File: src/rtl/disp_scan_ctrl.sv
// disp_scan_ctrl
//   Scan controller for a 4-digit multiplexed seven-segment display.
//   A clock-enable counter gives each digit TICK_DIV cycles of on-time. The
//   controller rotates the active-low anodes and decodes hex nibbles to
//   active-low segments. Leading zeros can be blanked. New values go into a
//   pending buffer and are committed to the shadow (displayed) buffer only
//   at a frame boundary, so a frame is never torn.
//
// Ports
//   clk        system clock
//   reset      synchronous, active-high
//   en         1 = scanning; 0 = display dark, scan frozen
//   value      16-bit hex value; nibble k drives digit k (digit 0 = an[0])
//   dp         decimal-point request per digit, 1 = on
//   load       one-cycle strobe capturing value/dp into the pending buffer
//   load_done  one-cycle pulse when pending data reaches the shadow buffer
//   an         digit anodes, active-low
//   seg        segments {g,f,e,d,c,b,a}, active-low
//   dp_n       decimal point, active-low
//   frame_tick one-cycle pulse per completed 4-digit frame
module disp_scan_ctrl #(
    parameter int unsigned TICK_DIV = 20000,
    parameter bit          LZ_BLANK = 1'b1
) (
    input  logic        clk,
    input  logic        reset,
    input  logic        en,
    input  logic [15:0] value,
    input  logic [3:0]  dp,
    input  logic        load,
    output logic        load_done,
    output logic [3:0]  an,
    output logic [6:0]  seg,
    output logic        dp_n,
    output logic        frame_tick
);

    localparam int unsigned     CW      = $clog2(TICK_DIV);
    localparam logic [CW-1:0]   CNT_MAX = CW'(TICK_DIV - 1);

    logic [CW-1:0] cnt;
    logic [1:0]    idx;
    logic [15:0]   shadow_val;
    logic [3:0]    shadow_dp;
    logic [15:0]   pend_val;
    logic [3:0]    pend_dp;
    logic          pend;

    logic          tick;
    logic          boundary;
    logic          commit;
    logic [3:0]    nib;
    logic          blank;

    function automatic logic [6:0] hex_to_seg(input logic [3:0] h);
        case (h)
            4'h0: hex_to_seg = 7'h40;
            4'h1: hex_to_seg = 7'h79;
            4'h2: hex_to_seg = 7'h24;
            4'h3: hex_to_seg = 7'h30;
            4'h4: hex_to_seg = 7'h19;
            4'h5: hex_to_seg = 7'h12;
            4'h6: hex_to_seg = 7'h02;
            4'h7: hex_to_seg = 7'h78;
            4'h8: hex_to_seg = 7'h00;
            4'h9: hex_to_seg = 7'h10;
            4'hA: hex_to_seg = 7'h08;
            4'hB: hex_to_seg = 7'h03;
            4'hC: hex_to_seg = 7'h46;
            4'hD: hex_to_seg = 7'h21;
            4'hE: hex_to_seg = 7'h06;
            default: hex_to_seg = 7'h0E;
        endcase
    endfunction

    assign tick     = en && (cnt == CNT_MAX);
    assign boundary = tick && (idx == 2'd3);
    // While disabled there is no frame to protect, so anything waiting
    // commits at once and pend is never left set.
    assign commit   = (boundary || !en) && (pend || load);

    always_comb begin
        nib   = '0;
        blank = 1'b0;
        case (idx)
            2'd0: begin
                nib   = shadow_val[3:0];
                blank = 1'b0;
            end
            2'd1: begin
                nib   = shadow_val[7:4];
                blank = (shadow_val[15:4] == 12'h000);
            end
            2'd2: begin
                nib   = shadow_val[11:8];
                blank = (shadow_val[15:8] == 8'h00);
            end
            default: begin
                nib   = shadow_val[15:12];
                blank = (shadow_val[15:12] == 4'h0);
            end
        endcase
        blank = blank && LZ_BLANK;
    end

    always_ff @(posedge clk) begin
        if (reset) begin
            cnt        <= '0;
            idx        <= '0;
            shadow_val <= '0;
            shadow_dp  <= '0;
            pend_val   <= '0;
            pend_dp    <= '0;
            pend       <= 1'b0;
            an         <= '1;
            seg        <= '1;
            dp_n       <= 1'b1;
            frame_tick <= 1'b0;
            load_done  <= 1'b0;
        end else begin
            if (tick) begin
                cnt <= '0;
                idx <= idx + 2'd1;
            end else if (en) begin
                cnt <= cnt + 1'b1;
            end

            frame_tick <= boundary;
            load_done  <= commit;

            // A load in the commit cycle bypasses the pending buffer.
            if (commit) begin
                shadow_val <= load ? value : pend_val;
                shadow_dp  <= load ? dp    : pend_dp;
                pend       <= 1'b0;
            end else if (load) begin
                pend_val <= value;
                pend_dp  <= dp;
                pend     <= 1'b1;
            end

            if (!en || blank) begin
                an   <= '1;
                seg  <= '1;
                dp_n <= 1'b1;
            end else begin
                an   <= ~(4'b0001 << idx);
                seg  <= hex_to_seg(nib);
                dp_n <= ~shadow_dp[idx];
            end
        end
    end

endmodule

File: config.mk
export PLATFORM = sky130hd
export DESIGN_NAME = disp_scan_ctrl
export DESIGN_NICKNAME = d
export VERILOG_FILES = /design/src/rtl/disp_scan_ctrl.sv
export SDC_FILE = /design/constraint.sdc
export NUM_CORES = 1
export LEC_CHECK = 0
export ABC_AREA = 1
export ABC_CLOCK_PERIOD_IN_PS = 3950
export BUFFER_PORTS_ARGS = -buffer_cell sky130_fd_sc_hd__buf_2
export CAP_MARGIN = 10
export CORE_ASPECT_RATIO = 2
export CORE_MARGIN = 1.5
export CORE_UTILIZATION = 62
export CTS_CLUSTER_SIZE = 30
export DETAILED_ROUTE_END_ITERATION = 6
export PLACE_DENSITY = 0.83
export SLEW_MARGIN = 0
export SYNTH_ARGS = -nofsm -noshare
export SYNTH_HDL_FRONTEND = slang
export SYNTH_SLANG_ARGS = --single-unit
File: constraint.sdc
create_clock -name clk -period 3.95 [get_ports clk]
set_input_delay 0.1975 -clock clk [delete_from_list [all_inputs] [get_ports clk]]
set_output_delay 0.1975 -clock clk [all_outputs]
set_load 0.05 [all_outputs]
==> metrics.md, run 1 <==
| Metric | Value |
|---|---|
| Status | completed |
| Critical Path End Type | register |
| Most frequent cells in the layout | 128 x nand2_1, 72 x dfxtp_1, 63 x nand3_1, 45 x nand4_1, 39 x nor2_1 |
| Minimum clock period | between 2000 and 2500 ps |
| Bufs on Longest Clock Path | 2 |
| Area grow syn2layout | 13.4% |
| CTS clk-pin slew, worst paths | 50 ps |
| Pleak | 1.93 nW |
| Worst flop-to-flop path startpoint | idx[0] |
| Gpl congestion | about 0.9 |
| Post-place instance area | ~3700 um2 |
| Via/cell ratio | 5.63 |
| Num CTS Buffers | 9 |
| Maximum clock frequency | 426 MHz |
| IO Pins | 38 |
| CP most frequent cell | nand2_1 |
| Die area | 6260 um2 |
| Final instance area | 4060 um2 |
| Port bufs | 37 |
| H-tree levels | 3 |
| Diode count | 0 |
| Die W | 56.7 um |
| Post-synthesis sequential area ratio | 40.3% |
| Crit Path Class | register to register |
| Syn Nets | just over 500 |
| Crit-path cells | inv_1, ha_1, nand2_1, nand2_1, o21ai_1, inv_1, ha_1, nand2_1, nand3_1, nand2_1, nand2_1 |
| RSZ-0062 raised after global routing | false |
| Share of layout cells above drive strength 1 | 18.3% |
| Hold Fails Final Rpt | 0 |
| Non-Filler Instances | 568 |
| Nets | 537 |
| HPWL after detailed placement | approximately 5300 um |
| Core Region | 5660 um2 |
| Clock Latency Late Sink | 340 ps |
| Vias in the first global route | ~3000 |
| Worst setup startpoint | idx[0] |
| Skew final | 6.10 ps |
| Total number of vias | 3199 |
| Initial antenna violation count | 0 |
| Grt ovf | 0 |
| WP data arrival | roughly 2600 ps |
| Commonest non-fill, non-tap cell in the layout | nand2_1 |
| Synth warn | 0 |
| DP Cell Count | between 500 and 600 |
| All-Layer GR Usage | 26.6% |
| Mean Syn Cell Area | 7.48 um2 |
| DR pass1 iterations | 5 |
| # DRC | 0 |
| Rows | 39 |
| Final Max Tran Viols | 0 |
| CP required | 4150 ps |
| Initial DRC Count | 151 |
| MaxCap Viol Count | 0 |
| Clock root buffer | clkbuf_16 |
| Hold_buf cts | 0 |
| Initial Util | 63.2% |
| Post-CTS setup buffer count | 0 |
| Final setup viols | 0 |
| Final Cycle Share | 59.5% |
| Pwr dens | 469 nW/um2 |
| First-pass GRT wire length | 13300 um |
| Cells after Synth | between 400 and 500 |
| CTS tree | done |
| WL/cell | 13.6 um |
| Clk sinks | 72 |
| Syn Std Cell Area | about 3600 um2 |
| Largest net degree at the start of global routing | 52 |
| Hold_sp | reset |
| Gates resized, CTS repair | 0 |
| CP peak stage delay | 450 ps |
| Peak supply drop | 429 uV |
| Final WL | 7740 um |
| Post-route ant nets | 0 |
| Max-slew headroom | 49.3% |
| Worst min path class | primary input to register |
| Final TNS setup | 0 ps |
| Yosys cell types | 31 |
| Crit Path Max Fanout | 7 |
| Die height | 110 um |
| Final hold slack | 140 ps |
| Startpoint types | register |
| Worst-Margin Slew | 761 ps |
| Crit-path slowest cell | dfxtp_1 |
| Seq cells post-synth | around 70 |
[worst max-delay path, delay by kind of cell, from the launching register on]
kind | cells | cell delay [ps]
adders and majority gates | 2 | 560
and+or+nand+nor | 6 | 510
DFF | 1 | 450
AOI/OAI and AO/OA | 1 | 390
buffers and inverters | 2 | 310
[per-stage QoR]
| step | util (%) | setup WS [ps] | total power [mW] |
|---|---|---|---|
| after floorplan | - | 2070 | 0.932 |
| after global placement | 65.4 | 1710 | 0.962 |
| after detailed placement | 65.4 | 1670 | 0.966 |
| after CTS | 71.6 | 1610 | 1.91 |
| after global routing | 71.6 | 1410 | 1.96 |
| final | 71.6 | 1600 | 1.90 |
[path summary, 6_finish.rpt]
kind                            slack (ps)  cells past startpoint            to
worst max register to register        1600                     11        seg[5]
worst min register to register         470                      2  shadow_dp[3]
worst max-delay path                  1600                     11        seg[5]
worst min-delay path                   140                      2    frame_tick
[metal layers]
metal	vias up	global-route usage [%]	wire length [um]
li1	1652	-	-
met1	1452	30.8	3220
met2	71	45.4	4020
met3	24	5.27	272
met4	0	12.9	223
met5	-	0	0
[cell usage after synthesis, drive strengths merged]
master	instances	share of area, %
a21boi	1	0.31
a21oi	8	1.1
buf	17	3.2
clkbuf	8	0.84
dfxtp	72	40
ha	11	3.8
inv	36	3.8
mux2	20	6.3
nand2	131	14
nand3	64	9.1
nand4	45	7.9
nor2	43	4.9
nor3	3	0.42
nor3b	1	0.21
nor4	1	0.18
o21ai	8	1.4
o21bai	1	0.21
o22ai	1	0.18
or2	3	0.52
xor2	4	0.98
[final cells by class]
cell class                 count  area, um2
clock buffer                  11        253
clock inverter                 5        103
fill                         464       1610
inverter                      36        135
multi-input combinational    345       1850
sequential                    72       1440
tap                           61       76.3
timing repair buffer          38        193
[where the power goes]
| group | total [mW] | internal (mW) | switching (mW) | leakage [nW] |
|---|---|---|---|---|
| Clock | 0.948 | 0.649 | 0.299 | 0.172 |
| Combinational | 0.176 | 0.0594 | 0.117 | 1.17 |
| Sequential | 0.777 | 0.759 | 0.0183 | 0.588 |
[state kept, by name, indices dropped and copies added (netlist names), 2 cells and up]
register,flops
pend_val,16
shadow_val,16
cnt,15
seg,7
an,4
pend_dp,4
shadow_dp,4
idx,2
[cell families (layout without fill, tap and decap cells)]
kind of cell,count (synthesis),in the layout,synth area share [%]
fa+ha+maj,11,11,3.85
compound gates,19,19,3.25
xor+xnor,4,4,0.980
mux,20,20,6.30
simple gates,291,291,37.5
flops,72,72,40.3
buf+inv,61,90,7.84
Power figures use the tool's default switching activity.
==> run 2, diff against run 1 <==
--- a/config.mk
+++ b/config.mk
@@ -6,15 +6,15 @@
 export NUM_CORES = 1
 export LEC_CHECK = 0
 export ABC_AREA = 1
-export ABC_CLOCK_PERIOD_IN_PS = 3950
+export ABC_CLOCK_PERIOD_IN_PS = 2300
 export BUFFER_PORTS_ARGS = -buffer_cell sky130_fd_sc_hd__buf_2
 export CAP_MARGIN = 10
 export CORE_ASPECT_RATIO = 2
 export CORE_MARGIN = 1.5
-export CORE_UTILIZATION = 62
+export CORE_UTILIZATION = 58
 export CTS_CLUSTER_SIZE = 30
 export DETAILED_ROUTE_END_ITERATION = 6
-export PLACE_DENSITY = 0.83
+export PLACE_DENSITY = 0.79
 export SLEW_MARGIN = 0
 export SYNTH_ARGS = -nofsm -noshare
 export SYNTH_HDL_FRONTEND = slang
==> constraint.sdc (replaced) <==
create_clock -name clk -period 2.3 [get_ports clk]
set_input_delay 0.115 -clock clk [delete_from_list [all_inputs] [get_ports clk]]
set_output_delay 0.115 -clock clk [all_outputs]
set_load 0.05 [all_outputs]
==> metrics.md, run 2 (synthesis results as in run 1) <==
| Metric | Value |
|---|---|
| Bufs on Longest Clock Path | 2 |
| Post-CTS setup buffer count | 0 |
| Die W | 58.5 um |
| Seq pwr share | about 45% |
| Status | completed |
| Skew final | around 5.3 ps |
| Logic gate share of total power | 10.6% |
| Area grow syn2layout | 12.8% |
| Grt ovf | 0 |
| Worst-Margin Slew | between 500 and 600 ps |
| Gpl congestion | 0.946 |
| Critical Path End Type | register |
| Port bufs | 37 |
| Startpoint types | register |
| Hold_buf cts | 0 |
| Sw Share | about 25% |
| Core Region | about 6000 um2 |
| Crit-path leading delay family | adder cells |
| Final setup viols | 0 |
| Final Max Tran Viols | 0 |
| Rows | 40 |
| Via/cell ratio | approximately 5.7 |
| CP bufs+invs | 2 |
| Final TNS setup | 0 ps |
| First-pass GRT wire length | 14000 um |
| Share of layout cells above drive strength 1 | 18.6% |
| Critical Path Stages | 11 |
| All-Layer GR Usage | 27.2% |
| Post-route ant nets | 0 |
| Hold Fails Final Rpt | 0 |
| Initial Util | 60.0% |
| Nets | ~540 |
| Crit Path Class | register to register |
| DR pass1 iterations | 5 |
| Minimum clock period | between 2000 and 2500 ps |
| Clk sinks | 72 |
| Tot Pwr | 2.98 mW |
| Total number of vias | 3282 |
| Pleak | just under 2 nW |
| Layout Utilization | 67.7% |
| Initial antenna violation count | 0 |
| Clk pwr share | about 45% |
| Gates resized, CTS repair | 0 |
| Internal | around 2.2 mW |
| WP data arrival | between 2000 and 2500 ps |
| Largest regs | pend_val x16, shadow_val x16, cnt x15 |
| Crit Path Max Fanout | 7 |
| RSZ-0062 raised after global routing | false |
| Commonest non-fill, non-tap cell in the layout | nand2_1 |
| # DRC | 0 |
| IO Pins | 38 |
| Pwr dens | 740 nW/um2 |
| Num CTS Buffers | 9 |
| CP most frequent cell | nand2_1 |
| Die area | 6670 um2 |
| P_sw | 0.737 mW |
| Worst min path class | primary input to register |
| Hold path depth | 2 |
| Max-slew headroom | 60.9% |
| Clock Latency Late Sink | 340 ps |
| Peak supply drop | 428 uV |
| CTS clk-pin slew, worst paths | about 50 ps |
| Crit-path slowest cell | dfxtp_1 |
| Die height | ~110 um |
| Initial DRC Count | 211 |
| Maximum clock frequency | 492 MHz |
| CP required | ~2600 ps |
| HPWL after detailed placement | roughly 5600 um |
| Most frequent cells in the layout | 128 x nand2_1, 72 x dfxtp_1, 63 x nand3_1, 45 x nand4_1, 39 x nor2_1 |
| H-tree levels | 3 |
| Clock root buffer | clkbuf_16 |
| Final Cycle Share | 88.3% |
| Filler cell count | 498 |
| R2R depth | 11 |
| WL/cell | 14.1 um |
| Final WL | 8110 um |
| MaxCap Viol Count | 0 |
| Vias in the first global route | 3121 |
| Crit-path cells | inv_1, ha_1, nand2_1, nand2_1, o21bai_1, ha_1, inv_1, nand2_1, nand3_1, nand2_1, nand2_1 |
| CP peak stage delay | 430 ps |
| Largest net degree at the start of global routing | 56 |
| Diode count | 0 |
| CTS tree | done |
run 2: cell count changes in the layout (fill, tap and decap cells not counted):
cell,before,now
bufinv_16,3,1
clkinvlp_4,1,0
buf_12,0,1
buf_4,1,5
clkbuf_1,0,3
clkbuf_8,2,0
clkinv_2,1,3
run 2: final cells by class:
type / instances / area (um2) / share of cell area [%]
Sequential cell: 72 / 1440 / 35.7
Multi-Input combinational cell: 345 / 1850 / 46.0
Timing Repair Buffer: 43 / 243 / 6.02
Tap cell: 63 / 78.8 / 1.95
Clock inverter: 4 / 45.0 / 1.12
Inverter: 36 / 135 / 3.35
Clock buffer: 12 / 236 / 5.86
run 2: layer usage:
layer	vias to the layer above	part of all wire, %	track usage, %
met1	1503	38	30.6
li1	1653	-	-
met2	94	54	45.8
met5	-	0	0
met4	0	4.6	15.5
met3	32	3.8	6.12
run 2: power groups by stage:
stage,clock network (mW),logic (mW),registers [mW]
after floorplan,0,0.212,1.39
after global placement,0,0.308,1.36
after detailed placement,0,0.314,1.36
after CTS,1.35,0.316,1.34
after global routing,1.42,0.354,1.34
final,1.33,0.315,1.34
run 2: worst paths after layout:
| kind | from | end | slack (ps) |
|---|---|---|---|
| max reg2reg | idx[0] | seg[3] | 270 |
| min reg2reg | pend_val[9] | pend_val[9] | 470 |
| min | reset | frame_tick | 50 |
| max | idx[0] | seg[3] | 270 |
run 2: through the flow:
| step | worst slack [ps] | std cells | instance area [um2] | hold slack, ps |
|---|---|---|---|---|
| after floorplan | 416 | 478 | 3580 | 187 |
| after global placement | 425 | 559 | 3750 | 396 |
| after detailed placement | 326 | 559 | 3750 | 402 |
| after CTS | 280 | 575 | 4030 | 51.8 |
| after global routing | 49.4 | 575 | 4030 | 69.3 |
| final | 268 | 575 | 4030 | 53.4 |
==> run 3, diff against run 2 <==
--- a/config.mk
+++ b/config.mk
@@ -14,6 +14,7 @@
 export CORE_UTILIZATION = 58
 export CTS_CLUSTER_SIZE = 30
 export DETAILED_ROUTE_END_ITERATION = 6
+export GPL_TIMING_DRIVEN = 0
 export PLACE_DENSITY = 0.79
 export SLEW_MARGIN = 0
 export SYNTH_ARGS = -nofsm -noshare
==> metrics.md, run 3 (synthesis results as in run 1) <==
| Metric | Value |
|---|---|
| WP data arrival | 2270 ps |
| Sw Share | 24.1% |
| Bufs on Longest Clock Path | 2 |
| Hold Fails Final Rpt | 0 |
| WL/cell | 14.7 um |
| RSZ-0062 raised after global routing | false |
| Die area | 6670 um2 |
| CTS tree | done |
| First-pass GRT wire length | about 15000 um |
| Startpoint types | register |
| Commonest non-fill, non-tap cell in the layout | nand2_1 |
| H-tree levels | 3 |
| Pleak | around 2 nW |
| Gpl congestion | 0.938 |
| Crit-path leading delay family | adder cells |
| Clock root buffer | clkbuf_16 |
| Gates resized, CTS repair | 0 |
| Peak supply drop | 662 uV |
| Die height | roughly 110 um |
| Hold_buf cts | 0 |
| CP bufs+invs | 2 |
| Share of layout cells above drive strength 1 | 19.4% |
| Final Cycle Share | between 80% and 90% |
| HPWL after detailed placement | 6490 um |
| Crit Path Class | register to register |
| CP peak stage delay | approximately 380 ps |
| Final WL | 8710 um |
| DR pass1 iterations | 4 |
| Initial Util | about three fifths |
| Port bufs | 36 |
| Vias in the first global route | roughly 3300 |
| Post-route ant nets | 0 |
| Via/cell ratio | about 5.6 |
| Critical Path End Type | register |
| Minimum clock period | 2050 ps |
| Clk pwr share | 47.7% |
| Largest net degree at the start of global routing | 13 |
| Internal | 2.43 mW |
| CP most frequent cell | nand2_1 |
| Worst min path class | primary input to register |
| Core Region | roughly 6000 um2 |
| Pre-CTS WS | 38.8 ps |
| Final hold slack | 34.5 ps |
| Nets | 560 |
| Diode count | 0 |
| Total number of vias | roughly 3300 |
| Seq pwr share | 41.7% |
| Crit path setup slack, layout | 245 ps |
| MaxCap Viol Count | 0 |
| Worst-Margin Slew | 535 ps |
| Most frequent cells in the layout | 128 x nand2_1, 71 x dfxtp_1, 63 x nand3_1, 45 x nand4_1, 39 x nor2_1 |
| CTS clk-pin slew, worst paths | 60 ps |
| Skew final | approximately 6.0 ps |
| Rows | 40 |
| Pwr dens | around 770 nW/um2 |
| Filler cell count | 521 |
| CP required | 2520 ps |
| Largest regs | pend_val x16, shadow_val x16, cnt x15 |
| Crit Path Max Fanout | 7 |
| Maximum clock frequency | 487 MHz |
| Initial DRC Count | 158 |
| Final Max Tran Viols | 0 |
| # DRC | 0 |
| Area grow syn2layout | 16.7% |
| Status | completed |
| Clk sinks | 72 |
| Grt ovf | 0 |
| IO Pins | 38 |
| Initial antenna violation count | 0 |
| All-Layer GR Usage | 29.1% |
| Clock Latency Late Sink | 340 ps |
| Die W | around 60 um |
| Max-slew headroom | between 60% and 70% |
| Final setup viols | 0 |
| Num CTS Buffers | 9 |
| Crit-path slowest cell | dfxtp_2 |
| Final TNS setup | 0 ps |
| P_sw | 0.771 mW |
| Crit-path cells | inv_1, ha_1, nand2_1, nand2_1, o21ai_2, inv_1, ha_1, nand2_1, nand3_1, nand2_1, nand2_1 |
| Logic gate share of total power | 10.6% |
| Post-CTS setup buffer count | 0 |
run 3: worst reg2reg max path, stage by stage (launching register included):
cell and delay (ps):
dfxtp_2 380, inv_1 110, ha_1 310, nand2_1 120, nand2_1 70, o21ai_2 240
inv_1 130, ha_1 230, nand2_1 110, nand3_1 90, nand2_1 90, nand2_1 50
run 3: power by group through the flow:
stage | sequential (mW) | clock [mW] | combinational [mW]
after CTS | 1.33 | 1.54 | 0.338
after global placement | 1.36 | 0 | 0.329
after global routing | 1.34 | 1.59 | 0.372
final | 1.33 | 1.53 | 0.339
after detailed placement | 1.36 | 0 | 0.334
after floorplan | 1.39 | 0 | 0.212
run 3: cell type report:
type | instances | area (um2) | area share, %
clock buffer | 11 | 253 | 6.06
tap | 63 | 78.8 | 1.89
multi-input combinational | 345 | 1860 | 44.5
buffer | 25 | 145 | 3.48
sequential | 72 | 1440 | 34.6
timing repair buffer | 36 | 180 | 4.32
inverter | 36 | 135 | 3.24
clock inverter | 5 | 78.8 | 1.89
run 3: worst paths after layout:
kind	start	to	slack [ps]	cells after the start
worst min-delay path	reset	frame_tick	30	2
worst min register to register	shadow_dp[2]	shadow_dp[2]	460	2
worst max register to register	idx[0]	seg[3]	250	11
worst max-delay path	idx[0]	seg[3]	250	11
run 3: routing by layer:
metal	up-vias	part of all wire, %	GRT usage [%]
met2	78	54	52.4
met4	0	4.8	17.7
met3	28	3.1	5.78
met5	-	0	0
li1	1693	-	-
met1	1509	38	29.2
run 3: per-stage QoR:
stage	area (um2)	total power, mW	utilization, %	cells
2_1_floorplan	3580	1.60	-	478
3_3_place_gp	3830	1.69	64.4	577
3_5_place_dp	3830	1.70	64.4	577
4_1_cts	4170	3.21	70.0	593
5_1_grt	4170	3.31	70.0	593
6_report	4170	3.20	70.0	593
